### src/rtl/pi_fifo_bridge_pkg.sv
// pi_fifo_bridge_pkg
//   Types and constants shared by the PI FIFO bridge, its bus interface
//   and its FIFO sub-module:
//     PiMap / PiBus  - chip-enable map and PI bus bundle from the SPI front end
//     PiSel          - access latched when the PI transfer is decoded
//     FIFO_*         - register offsets inside the FIFO window (addr[15:8])
//     ST_*, CTRL_*   - STATUS / CTRL bit positions
package pi_fifo_bridge_pkg;

  typedef struct packed {
    logic ce_rom;
    logic ce_sram;
    logic ce_fifo;   // 64K window at 0x1810000
    logic ce_sys;
  } PiMap;

  typedef struct packed {
    logic [31:0] addr;
    logic [7:0]  dato;   // write data from the MCU
    logic        oe;
    logic        we;
    logic        act;    // transfer strobe, asynchronous to clk
    PiMap        map;
  } PiBus;

  typedef struct packed {
    logic       oe;
    logic       we;
    logic [7:0] off;
  } PiSel;

  localparam logic [31:0] FIFO_BASE  = 32'h0181_0000;
  localparam logic [7:0]  EMPTY_BYTE = 8'hFF;

  localparam logic [7:0] FIFO_DATA = 8'h00;
  localparam logic [7:0] FIFO_STAT = 8'h01;
  localparam logic [7:0] FIFO_CTRL = 8'h02;
  localparam logic [7:0] FIFO_CNT  = 8'h03;

  localparam int ST_C2M_NE    = 0;
  localparam int ST_C2M_FULL  = 1;
  localparam int ST_M2C_EMPTY = 2;
  localparam int ST_M2C_FULL  = 3;
  localparam int ST_OVF       = 6;
  localparam int ST_UDF       = 7;

  localparam int CTRL_FLUSH_M2C = 0;
  localparam int CTRL_FLUSH_C2M = 1;
  localparam int CTRL_CLR_ERR   = 7;

  // Register offset within the FIFO window.
  function automatic logic [7:0] fifo_offset(input logic [31:0] addr);
    return addr[15:8];
  endfunction

endpackage

### src/rtl/pi_fifo_bridge_if.sv
// pi_fifo_bridge_if
//   PI-side bus of the FIFO bridge.
//     pi      - PI bus bundle driven by the SPI front end (master)
//     pi_dato - registered read data returned by the bridge (slave)
interface pi_fifo_bridge_if;
  import pi_fifo_bridge_pkg::*;

  PiBus       pi;
  logic [7:0] pi_dato;

  modport master (output pi, input pi_dato);
  modport slave  (input pi, output pi_dato);
endinterface

### src/rtl/pi_fifo_bridge_fifo_sc.sv
// fifo_sc
//   Single-clock first-word-fall-through byte FIFO.
//   Ports:
//     clk, rst  - clock, synchronous active-high reset
//     push, din - enqueue din
//     pop       - dequeue the head
//     flush     - empty the FIFO (beats a same-cycle push)
//     dout      - head byte, 0xFF when empty
//     count     - occupancy, 0..DEPTH
//     full, empty
//     err_ovf   - pulse: push rejected because full
//     err_udf   - pulse: pop rejected because empty
module fifo_sc
  import pi_fifo_bridge_pkg::*;
#(
  parameter int DEPTH = 256,
  parameter int AW    = $clog2(DEPTH)
) (
  input  logic          clk,
  input  logic          rst,
  input  logic          push,
  input  logic [7:0]    din,
  input  logic          pop,
  input  logic          flush,
  output logic [7:0]    dout,
  output logic [AW:0]   count,
  output logic          full,
  output logic          empty,
  output logic          err_ovf,
  output logic          err_udf
);

  logic [7:0]  mem [DEPTH];
  logic [AW-1:0] wr_ptr_reg;
  logic [AW-1:0] rd_ptr_reg;
  logic [AW:0]   count_reg;
  logic          do_push;
  logic          do_pop;

  assign empty = (count_reg == '0);
  assign full  = (count_reg == (AW+1)'(DEPTH));
  assign count = count_reg;

  // A pop frees a slot in the same cycle, so push-on-full with a pop is legal.
  assign do_pop  = pop & ~empty;
  assign do_push = push & (~full | do_pop);

  assign err_ovf = push & ~do_push;
  assign err_udf = pop & empty;

  // Head is read combinationally so the next byte falls through the cycle
  // after a pop.
  assign dout = empty ? EMPTY_BYTE : mem[rd_ptr_reg];

  always_ff @(posedge clk) begin
    if (do_push && !flush && !rst) begin
      mem[wr_ptr_reg] <= din;
    end
  end

  always_ff @(posedge clk) begin
    if (rst || flush) begin
      wr_ptr_reg <= '0;
      rd_ptr_reg <= '0;
      count_reg  <= '0;
    end else begin
      if (do_push) wr_ptr_reg <= wr_ptr_reg + AW'(1);
      if (do_pop)  rd_ptr_reg <= rd_ptr_reg + AW'(1);
      case ({do_push, do_pop})
        2'b10:   count_reg <= count_reg + (AW+1)'(1);
        2'b01:   count_reg <= count_reg - (AW+1)'(1);
        default: count_reg <= count_reg;
      endcase
    end
  end

endmodule

### src/rtl/pi_fifo_bridge.sv
// pi_fifo_bridge
//   Byte mailbox between the MCU-side PI bus and the CPU side, two FIFOs:
//   m2c (PI writes, CPU reads) and c2m (CPU writes, PI reads).
//   Ports:
//     clk, rst   - clock, synchronous active-high reset
//     pi_bus     - PI bus (slave modport): pi bundle in, registered pi_dato out
//     cpu_wr     - one-clk pulse, push cpu_dati into c2m
//     cpu_dati   - CPU write byte
//     cpu_rd     - one-clk pulse, pop m2c
//     cpu_dato   - m2c head (0xFF when empty)
//     cpu_rx_rdy - m2c not empty
//     cpu_tx_rdy - c2m not full
//     irq        - m2c not empty or an error flag set
module pi_fifo_bridge
  import pi_fifo_bridge_pkg::*;
#(
  parameter int DEPTH = 256,
  parameter int AW    = $clog2(DEPTH)
) (
  input  logic               clk,
  input  logic               rst,
  pi_fifo_bridge_if.slave    pi_bus,
  input  logic               cpu_wr,
  input  logic [7:0]         cpu_dati,
  input  logic               cpu_rd,
  output logic [7:0]         cpu_dato,
  output logic               cpu_rx_rdy,
  output logic               cpu_tx_rdy,
  output logic               irq
);

  localparam int M2C = 0;
  localparam int C2M = 1;

  // act synchroniser and edge detection
  logic       act_s1_reg;
  logic       act_s2_reg;
  logic       act_hist_reg;
  logic [1:0] settle_reg;
  logic       arm_reg;
  logic       rise;
  logic       fall;

  // decode / execute
  PiSel       sel_reg;
  logic [7:0] wdata_reg;
  logic       dec_stb_reg;
  logic       rd_pend_reg;
  logic [7:0] pi_dato_reg;
  logic       ovf_reg;
  logic       udf_reg;
  logic       sel_rd;
  logic       sel_wr;
  logic       ctrl_wr;
  logic       err_clr;
  logic [7:0] status;
  logic [7:0] rd_mux;

  // FIFO pair, index M2C / C2M
  logic [1:0]  f_push;
  logic [1:0]  f_pop;
  logic [1:0]  f_flush;
  logic [1:0]  f_full;
  logic [1:0]  f_empty;
  logic [1:0]  f_ovf;
  logic [1:0]  f_udf;
  logic [7:0]  f_din   [2];
  logic [7:0]  f_dout  [2];
  logic [AW:0] f_cnt   [2];

  // After reset the synchroniser restarts from 0, so an act that was already
  // high would look like a fresh rise. Edges are only honoured once act has
  // been seen low through a settled synchroniser; this drops any transfer
  // caught in progress by reset.
  assign rise = act_s2_reg & ~act_hist_reg & arm_reg;
  assign fall = ~act_s2_reg & act_hist_reg;

  always_ff @(posedge clk) begin
    if (rst) begin
      act_s1_reg   <= 1'b0;
      act_s2_reg   <= 1'b0;
      act_hist_reg <= 1'b0;
      settle_reg   <= 2'd0;
      arm_reg      <= 1'b0;
      sel_reg      <= '0;
      wdata_reg    <= 8'h00;
      dec_stb_reg  <= 1'b0;
      rd_pend_reg  <= 1'b0;
    end else begin
      act_s1_reg   <= pi_bus.pi.act;
      act_s2_reg   <= act_s1_reg;
      act_hist_reg <= act_s2_reg;
      if (!settle_reg[1]) settle_reg <= settle_reg + 2'd1;
      if (settle_reg[1] && !act_s2_reg) arm_reg <= 1'b1;

      dec_stb_reg <= 1'b0;
      if (rise && pi_bus.pi.map.ce_fifo) begin
        sel_reg.oe  <= pi_bus.pi.oe;
        sel_reg.we  <= pi_bus.pi.we;
        sel_reg.off <= fifo_offset(pi_bus.pi.addr);
        if (pi_bus.pi.we) wdata_reg <= pi_bus.pi.dato;
        dec_stb_reg <= 1'b1;
        // A DATA read pops c2m only when act falls, after pi_dato is taken.
        rd_pend_reg <= pi_bus.pi.oe && (fifo_offset(pi_bus.pi.addr) == FIFO_DATA);
      end else if (fall) begin
        rd_pend_reg <= 1'b0;
      end
    end
  end

  // Execute stage: one clk after decode.
  assign sel_rd  = sel_reg.oe;
  assign sel_wr  = sel_reg.we & ~sel_reg.oe;
  assign ctrl_wr = dec_stb_reg & sel_wr & (sel_reg.off == FIFO_CTRL);
  assign err_clr = ctrl_wr & wdata_reg[CTRL_CLR_ERR];

  assign f_push[M2C]  = dec_stb_reg & sel_wr & (sel_reg.off == FIFO_DATA);
  assign f_din[M2C]   = wdata_reg;
  assign f_pop[M2C]   = cpu_rd;
  assign f_flush[M2C] = ctrl_wr & wdata_reg[CTRL_FLUSH_M2C];

  assign f_push[C2M]  = cpu_wr;
  assign f_din[C2M]   = cpu_dati;
  assign f_pop[C2M]   = fall & rd_pend_reg;
  assign f_flush[C2M] = ctrl_wr & wdata_reg[CTRL_FLUSH_C2M];

  for (genvar gi = 0; gi < 2; gi++) begin : g_fifo
    fifo_sc #(
      .DEPTH (DEPTH),
      .AW    (AW)
    ) u_fifo (
      .clk     (clk),
      .rst     (rst),
      .push    (f_push[gi]),
      .din     (f_din[gi]),
      .pop     (f_pop[gi]),
      .flush   (f_flush[gi]),
      .dout    (f_dout[gi]),
      .count   (f_cnt[gi]),
      .full    (f_full[gi]),
      .empty   (f_empty[gi]),
      .err_ovf (f_ovf[gi]),
      .err_udf (f_udf[gi])
    );
  end

  always_comb begin
    status               = 8'h00;
    status[ST_C2M_NE]    = ~f_empty[C2M];
    status[ST_C2M_FULL]  = f_full[C2M];
    status[ST_M2C_EMPTY] = f_empty[M2C];
    status[ST_M2C_FULL]  = f_full[M2C];
    status[ST_OVF]       = ovf_reg;
    status[ST_UDF]       = udf_reg;
  end

  always_comb begin
    rd_mux = EMPTY_BYTE;
    case (sel_reg.off)
      FIFO_DATA: rd_mux = f_dout[C2M];
      FIFO_STAT: rd_mux = status;
      FIFO_CTRL: rd_mux = 8'h00;
      FIFO_CNT:  rd_mux = 8'(f_cnt[C2M]);
      default:   rd_mux = EMPTY_BYTE;
    endcase
  end

  // pi_dato is loaded once per read and then holds until the next decode,
  // so the c2m pop on fall does not disturb the byte being shifted out.
  // A same-cycle new error wins over a clear (OR applied after the mask).
  always_ff @(posedge clk) begin
    if (rst) begin
      pi_dato_reg <= EMPTY_BYTE;
      ovf_reg     <= 1'b0;
      udf_reg     <= 1'b0;
    end else begin
      if (dec_stb_reg && sel_rd) pi_dato_reg <= rd_mux;
      ovf_reg <= (ovf_reg & ~err_clr) | (|f_ovf);
      udf_reg <= (udf_reg & ~err_clr) | (|f_udf);
    end
  end

  assign pi_bus.pi_dato = pi_dato_reg;
  assign cpu_dato       = f_dout[M2C];
  assign cpu_rx_rdy     = ~f_empty[M2C];
  assign cpu_tx_rdy     = ~f_full[C2M];
  assign irq            = ~f_empty[M2C] | ovf_reg | udf_reg;

  // Address bits outside the offset byte and the other chip enables are
  // decoded upstream; the m2c count is not exposed.
  logic unused_bits;
  assign unused_bits = ^{pi_bus.pi.addr[31:16], pi_bus.pi.addr[7:0],
                         pi_bus.pi.map.ce_rom, pi_bus.pi.map.ce_sram,
                         pi_bus.pi.map.ce_sys, f_cnt[M2C]};

endmodule
### src/flat_wrapper.sv
// flat-port wrapper written by rule: the top's interface ports become plain ports
module pi_fifo_bridge_flat import pi_fifo_bridge_pkg::*;
#(
  parameter int DEPTH = 256,
  parameter int AW    = $clog2(DEPTH)
)
  (clk, rst, cpu_wr, cpu_dati, cpu_rd, cpu_dato, cpu_rx_rdy, cpu_tx_rdy, irq, pi_bus_pi, pi_bus_pi_dato);
  pi_fifo_bridge_if pi_bus_i ();
  input  logic clk;
  input  logic rst;
  input  logic cpu_wr;
  input  logic [7:0] cpu_dati;
  input  logic cpu_rd;
  output logic [7:0] cpu_dato;
  output logic cpu_rx_rdy;
  output logic cpu_tx_rdy;
  output logic irq;
  input wire logic [$bits(pi_bus_i.pi)-1:0] pi_bus_pi;
  output wire logic [$bits(pi_bus_i.pi_dato)-1:0] pi_bus_pi_dato;
  assign pi_bus_i.pi = pi_bus_pi;
  assign pi_bus_pi_dato = pi_bus_i.pi_dato;
  pi_fifo_bridge #(.DEPTH(DEPTH), .AW(AW)) u_core (.clk(clk), .rst(rst), .pi_bus(pi_bus_i), .cpu_wr(cpu_wr), .cpu_dati(cpu_dati), .cpu_rd(cpu_rd), .cpu_dato(cpu_dato), .cpu_rx_rdy(cpu_rx_rdy), .cpu_tx_rdy(cpu_tx_rdy), .irq(irq));
endmodule
### config.mk
export PLATFORM = sky130hd
export DESIGN_NAME = pi_fifo_bridge_flat
export DESIGN_NICKNAME = d
export VERILOG_FILES = /design/src/rtl/pi_fifo_bridge_pkg.sv /design/src/rtl/pi_fifo_bridge_if.sv /design/src/rtl/pi_fifo_bridge_fifo_sc.sv /design/src/rtl/pi_fifo_bridge.sv /design/src/flat_wrapper.sv
export SDC_FILE = /design/constraint.sdc
export NUM_CORES = 2
export LEC_CHECK = 0
export BUFFER_PORTS_ARGS = -buffer_cell sky130_fd_sc_hd__buf_4
export CORE_MARGIN = 2
export CORE_UTILIZATION = 55
export CTS_CLUSTER_SIZE = 8
export DETAILED_ROUTE_END_ITERATION = 10
export GPL_ROUTABILITY_DRIVEN = 0
export PLACE_DENSITY = 0.77
export SETUP_SLACK_MARGIN = 0.02
export SLEW_MARGIN = 20
export SYNTH_ARGS = -nofsm -noshare
export SYNTH_HDL_FRONTEND = slang
export SYNTH_SLANG_ARGS = --single-unit
### constraint.sdc
create_clock -name clk -period 7.93 [get_ports clk]
set_input_delay 1.586 -clock clk [delete_from_list [all_inputs] [get_ports clk]]
set_output_delay 1.586 -clock clk [all_outputs]
set_load 0.02 [all_outputs]
== Word-level counts from Yosys, hierarchy flattened ==
Memories as Yosys holds them, arrays and structs flattened. A register that Yosys moved wholly into a read port is not among the register bits.
Index checks and enable logic that the tools add are counted.
Storage, ports and cells
  register bits: 86
  bits in latches: 0
  RAM bits: 4096
  bits in read-only memories: 0
  output and inout bits: 19
  memories kept: 2
Operators by class
  $add $sub $neg: 9
  $mul: 0
  divide/modulo/power cells: 0
  magnitude comparators: 0
  equality and inequality tests: 9
  shift operators: 0
  multiplexer cells: 17
  bitwise logic cells: 37
  reductions and logical operators: 24
Memory list
  u_core.g_fifo[0].u_fifo.mem: words 256, bits a word 8, rd ports 1, clocked after memory_dff 1, write ports 1, line pi_fifo_bridge_fifo_sc.sv:33  | logic [7:0] mem [DEPTH];
  u_core.g_fifo[1].u_fifo.mem: words 256, bits a word 8, rd ports 1, clocked after memory_dff 1, write ports 1, line pi_fifo_bridge_fifo_sc.sv:33
Operators by type and width (count)
  $mux 8: 6
  $pmux 9 s2: 2
  $add 8x1->8 const B: 4
  $pmux 8 s4: 1
  $and 1x1->1: 21
  $add 9x1->9 const B: 2
  $eq 9x9->1 const B: 2
  $logic_not 9->1: 2
  $sub 9x1->9 const B: 2
  $eq 8x2->1 const B: 2
  $logic_not 8->1: 2
  $not 1->1: 10
  $eq 8x1->1 const B: 1
  $logic_and 1x1->1: 8
  $mux 1: 7
  $or 1x1->1: 6
  $reduce_bool 2->1: 3
  $eq 2x1->1 const B: 2
  $eq 2x2->1 const B: 2
  $logic_not 1->1: 4
  $reduce_or 2->1: 2
  $add 2x1->2 const B: 1
  $logic_or 1x1->1: 2
  $mux 2: 1
  $reduce_and 2->1: 1

== Depth between registers and ports, before layout ==
  depth after elaboration: 10
  gate-level depth with buffers: 16
  depth with buffers taken out: 13

== By module ==
Synthesis repeated with hierarchy kept, for this count alone.
Second synthesis, totals
  cell total of the unflattened synthesis: 7655
  area, all modules: 162961.3 um^2
By module, submodules not included
  fifo_sc: times used 2, cells each 3739, area an instance 80722.4 um^2, seq. area each 62159.6 um^2
  pi_fifo_bridge: times used 1, cells each 177, area an instance 1516.5 um^2, seq. area each 720.7 um^2

== Worst setup path before layout ==
Ideal clock, no wire load.
  kind: flip-flop to flip-flop
  from: register u_core.wdata_reg[1]
  to: memory u_core.g_fifo[1].u_fifo.mem[49][0], enable pin
  library setup time: 285 ps
  data arrival time: 4764 ps
  path slack: 2881 ps
  stages on the path, launching flop included: 5
  buffers on the path: 1
  clock period less this slack: 5049 ps
  cell sequence: dfxtp_1 -> a21oi_1 -> nand3_1 -> clkbuf_1 -> nor2_1
Between the ends
  word-level cells in the longest chain between the ends: 6
Ends and longest elaborated chain
  start: declaration: line pi_fifo_bridge.sv:46  | logic [7:0] wdata_reg;
  start signal: assignment: line pi_fifo_bridge.sv:101  | if (pi_bus.pi.we) wdata_reg <= pi_bus.pi.dato;
  $and 1x1->1: line pi_fifo_bridge.sv:125  | assign f_flush[C2M] = ctrl_wr & wdata_reg[CTRL_FLUSH_C2M];
  $logic_not 1->1: line pi_fifo_bridge_fifo_sc.sv:56  | if (do_push && !flush && !rst) begin
  $logic_and 1x1->1 (2 in a row): line pi_fifo_bridge_fifo_sc.sv:56
  $mux 1: line pi_fifo_bridge_fifo_sc.sv:56
  $mux 1 (implied by the code): line pi_fifo_bridge_fifo_sc.sv:57  | mem[wr_ptr_reg] <= din;
  end: declaration: line pi_fifo_bridge_fifo_sc.sv:33
No other way between the ends.

==> flow_summary.yaml <==
status:
  run_status: "finished, final reports clean"
sta:
  skew_ns: 0.0693
  max_freq_mhz: 139
  timing.hold.ws_ns: 0.456
  fin_setup_tns_ns: 0
  hold_viol: 0
  drv_slew: 0
  fin_crit_sh_pct: 90.5
  period_needed_ns: 7.17
  worst_pin_slew_ns: 1.31
  slew_headroom_pct: 12.4
  setup_viol: 0
  rsz0062_at_grt: "false"
global_routing:
  grt_pass1_wl_mm: 579
  grt_pass1_vias: 85517
  grt_max_degree: 219
  grtUsageTotal_pct: 26.1
  grt_overflow: 0
  antenna_found_initial: 10
yosys:
  synth-edff-count: 4096
  yosysTopAreaCellShare_pct: 75.6
  synthAdderAreaFrac_pct: 0.209
  synth_top_flop_cell: "edfxtp_1"
  netlist_instances: 7939
  yosysSeqAreaShare_pct: 76.9
  synth_area_sq_mm: 0.163
  synthesis.nets: 8024
  synth.mux.area_fraction_pct: 14.7
  synthXorXnorAreaFrac_pct: 0.205
  synth.largest_area_cell: "edfxtp_1"
  synth_top_family_by_area: "multiplexers"
  ys_types: 72
  synth.avg_cell_area_sq_um: 20.5
  synthMostInstantiatedCell: "edfxtp_1"
  synthTopCellsByCount: "edfxtp_1 (4096), mux4_2 (884), nor2_1 (601), mux2i_1 (373), a22oi_1 (225)"
  synth-seq-cells: 4198
  synth_compound_area_share_pct: 3.29
  async_flop_share_pct: 0
  synth_top_cells_by_area: "edfxtp_1 (76%), mux4_2 (12%), mux2i_1 (2.3%), nor2_1 (1.4%), dfxtp_1 (1.3%)"
  yosys_warnings: 0
  synth-simple-area-share_pct: 3.25
drt:
  drt-total-wl_mm: 396
  drc_errors: 0
  wl_per_cell_um: 32.2
  viasPerCell: 6.77
  firstDrtPassIters: 6
  first_iter_violations: 11506
  ant_nets: 0
  vias: 83386
layout:
  stdcell_area_sq_mm: 0.184
  synthToLayoutAreaGrowth_pct: 12.9
  fin_nets: 8339
  drive_gt1_share_pct: 21.7
  largest_register_ffs: 4096
  multi_input_area_sq_mm: 0.0352
  seq_area_sq_mm: 0.125
  n_fill_cell: 18535
  final_cells: 12320
pwr:
  p_per_area_mw_per_mm2: 271
  seqPwrFrac_pct: 48.9
  pwr-share-comb_pct: 5.3
  p_leak_nw: 60.1
  switching_power_mw: 11.0
  intPower_mw: 38.9
  finalPower_mw: 49.8
  sw_frac_of_total_pct: 22.0
  pwr-share-clk_pct: 45.8
  vdd_ir_drop_max_mv: 0.317
placed_design:
  dp.cells: 11575
  dp_hpwl_mm: 222
  portBuffers: 50
  dpl_cell_area_sq_mm: 0.167
worst_setup_path:
  critPathSlowestCell: "dfxtp_4"
  reg2reg_slack_ns: 3.14
  critPathKind: "reg2out"
  required_ns: 6.34
  crit_top_cell: "buf_4"
  cp.arrival_ns: 5.59
  rr_startpoint: "u_core.g_fifo[0].u_fifo.count[1]$_SDFFE_PP0P_"
  slowest_delay_ns: 0.91
  crit_family: "compound AO/OA/AOI/OAI gates"
  crit_path_cell_trace: "buf_4 > mux4_2 > a22o_1 > a221oi_1 > o22ai_1 > or3_1 > a22oi_1 > nand3_1 > buf_4"
  worstPathMaxFanout: 40
  crit_path_start_kind: "flip-flop"
  path_buf_inv: 2
  endpoint_kind: "output port"
die:
  coreArea_sq_mm: 0.294
  die_w_um: 548
  ioPinCount: 78
  die_y_um: 548
  std_cell_rows: 199
  die-area_sq_mm: 0.300
  start_util_pct: 55.3
clock_tree:
  cts-root-buf: "clkbuf_16"
  cts_buffers: 594
  cts_tree: "done"
  cts_resized: 0
  clock_latency_ns: 1.04
  cts.sinks: 4198
  ctsHoldBuffers: 0
  htreeDepth: 6
  clk_path_buf_depth: 4
  post_cts_buffers: 0
  clk_pin_slew_ns: 0.05
worst_hold_path:
  min-delay-path-class: "reg2reg"
  hold_start: "u_core.sel_reg[2]$_SDFFE_PP0P_"
flow_run:
  drv_cap: 0
==> placed cells by master, fill, tap and decap left out, drive strengths merged, types with 10 or more instances in the layout <==
| cell | instances |
|---|---|
| a211oi | 30 |
| a21oi | 102 |
| a221oi | 72 |
| a22o | 49 |
| a22oi | 225 |
| a31oi | 32 |
| and3 | 18 |
| buf | 182 |
| clkbuf | 692 |
| clkinv | 31 |
| dfxtp | 102 |
| edfxtp | 4096 |
| ha | 24 |
| inv | 39 |
| mux2 | 18 |
| mux2i | 373 |
| mux4 | 884 |
| nand2 | 160 |
| nand2b | 21 |
| nand3 | 124 |
| nand4 | 29 |
| nor2 | 602 |
| nor2b | 38 |
| nor3 | 31 |
| nor4 | 42 |
| o211ai | 17 |
| o21ai | 55 |
| o22ai | 147 |
| or2 | 11 |
| or3 | 38 |
| or4 | 10 |
| xnor2 | 19 |
| xor2 | 19 |
==> final cells by class <==
class                      instances  share of cell area (%)
timing repair buffer             190                   0.998
multi-input combinational       3254                    19.2
inverter                          16                  0.0327
tap                             3919                    2.67
sequential                      4198                    68.1
clock buffer                     684                    8.34
clock inverter                    54                   0.639
antenna                            5                 0.00681
==> tightest hold or removal path, stage by stage, from the launching register on <==
cell and delay [ns]:
dfxtp_1 0.30, nand2_1 0.05, a21oi_1 0.05
==> cells by family after synthesis <==
| group | Yosys count |
|---|---|
| AOI/OAI and AO/OA | 763 |
| muxes | 1275 |
| xor gates and xnor gates | 38 |
| and+or+nand+nor | 1152 |
| DFF | 4198 |
| adders and majority gates | 26 |
| buffers and inverters | 487 |
==> final timing paths <==
check	to	cells past startpoint
setup / recovery	cpu_dato[2]	9
hold / removal	u_core.sel_reg[2]$_SDFFE_PP0P_	2
setup reg to reg	u_core.g_fifo[0].u_fifo.count[8]$_SDFFE_PP0P_	13
hold reg to reg	u_core.sel_reg[2]$_SDFFE_PP0P_	2
==> per-layer routing <==
| metal | wire length (um) | global-route usage (%) | vias up |
|---|---|---|---|
| met3 | 39500 | 5.26 | 932 |
| met1 | 142000 | 34.5 | 43364 |
| li1 | - | - | 33417 |
| met2 | 196000 | 42.4 | 5665 |
| met4 | 18600 | 11.7 | 8 |
| met5 | 54 | 0 | - |
==> stage by stage <==
stage,util (%),setup slack (ns)
floorplan,-,2.88
global placement,56.8,1.84
detailed placement,56.8,1.89
CTS,62.4,0.753
global route,62.4,0.615
finish,62.4,0.756
==> power by group through the flow <==
stage | Sequential [mW] | Combinational [mW] | Clock, mW
after floorplan | 24.7 | 1.89 | 0
after global placement | 24.8 | 2.60 | 0
after detailed placement | 24.8 | 2.64 | 0
after CTS | 24.4 | 2.65 | 23.0
after global routing | 24.4 | 2.78 | 23.8
final | 24.4 | 2.63 | 22.8
No activity file was read; power rests on OpenSTA's default activity.
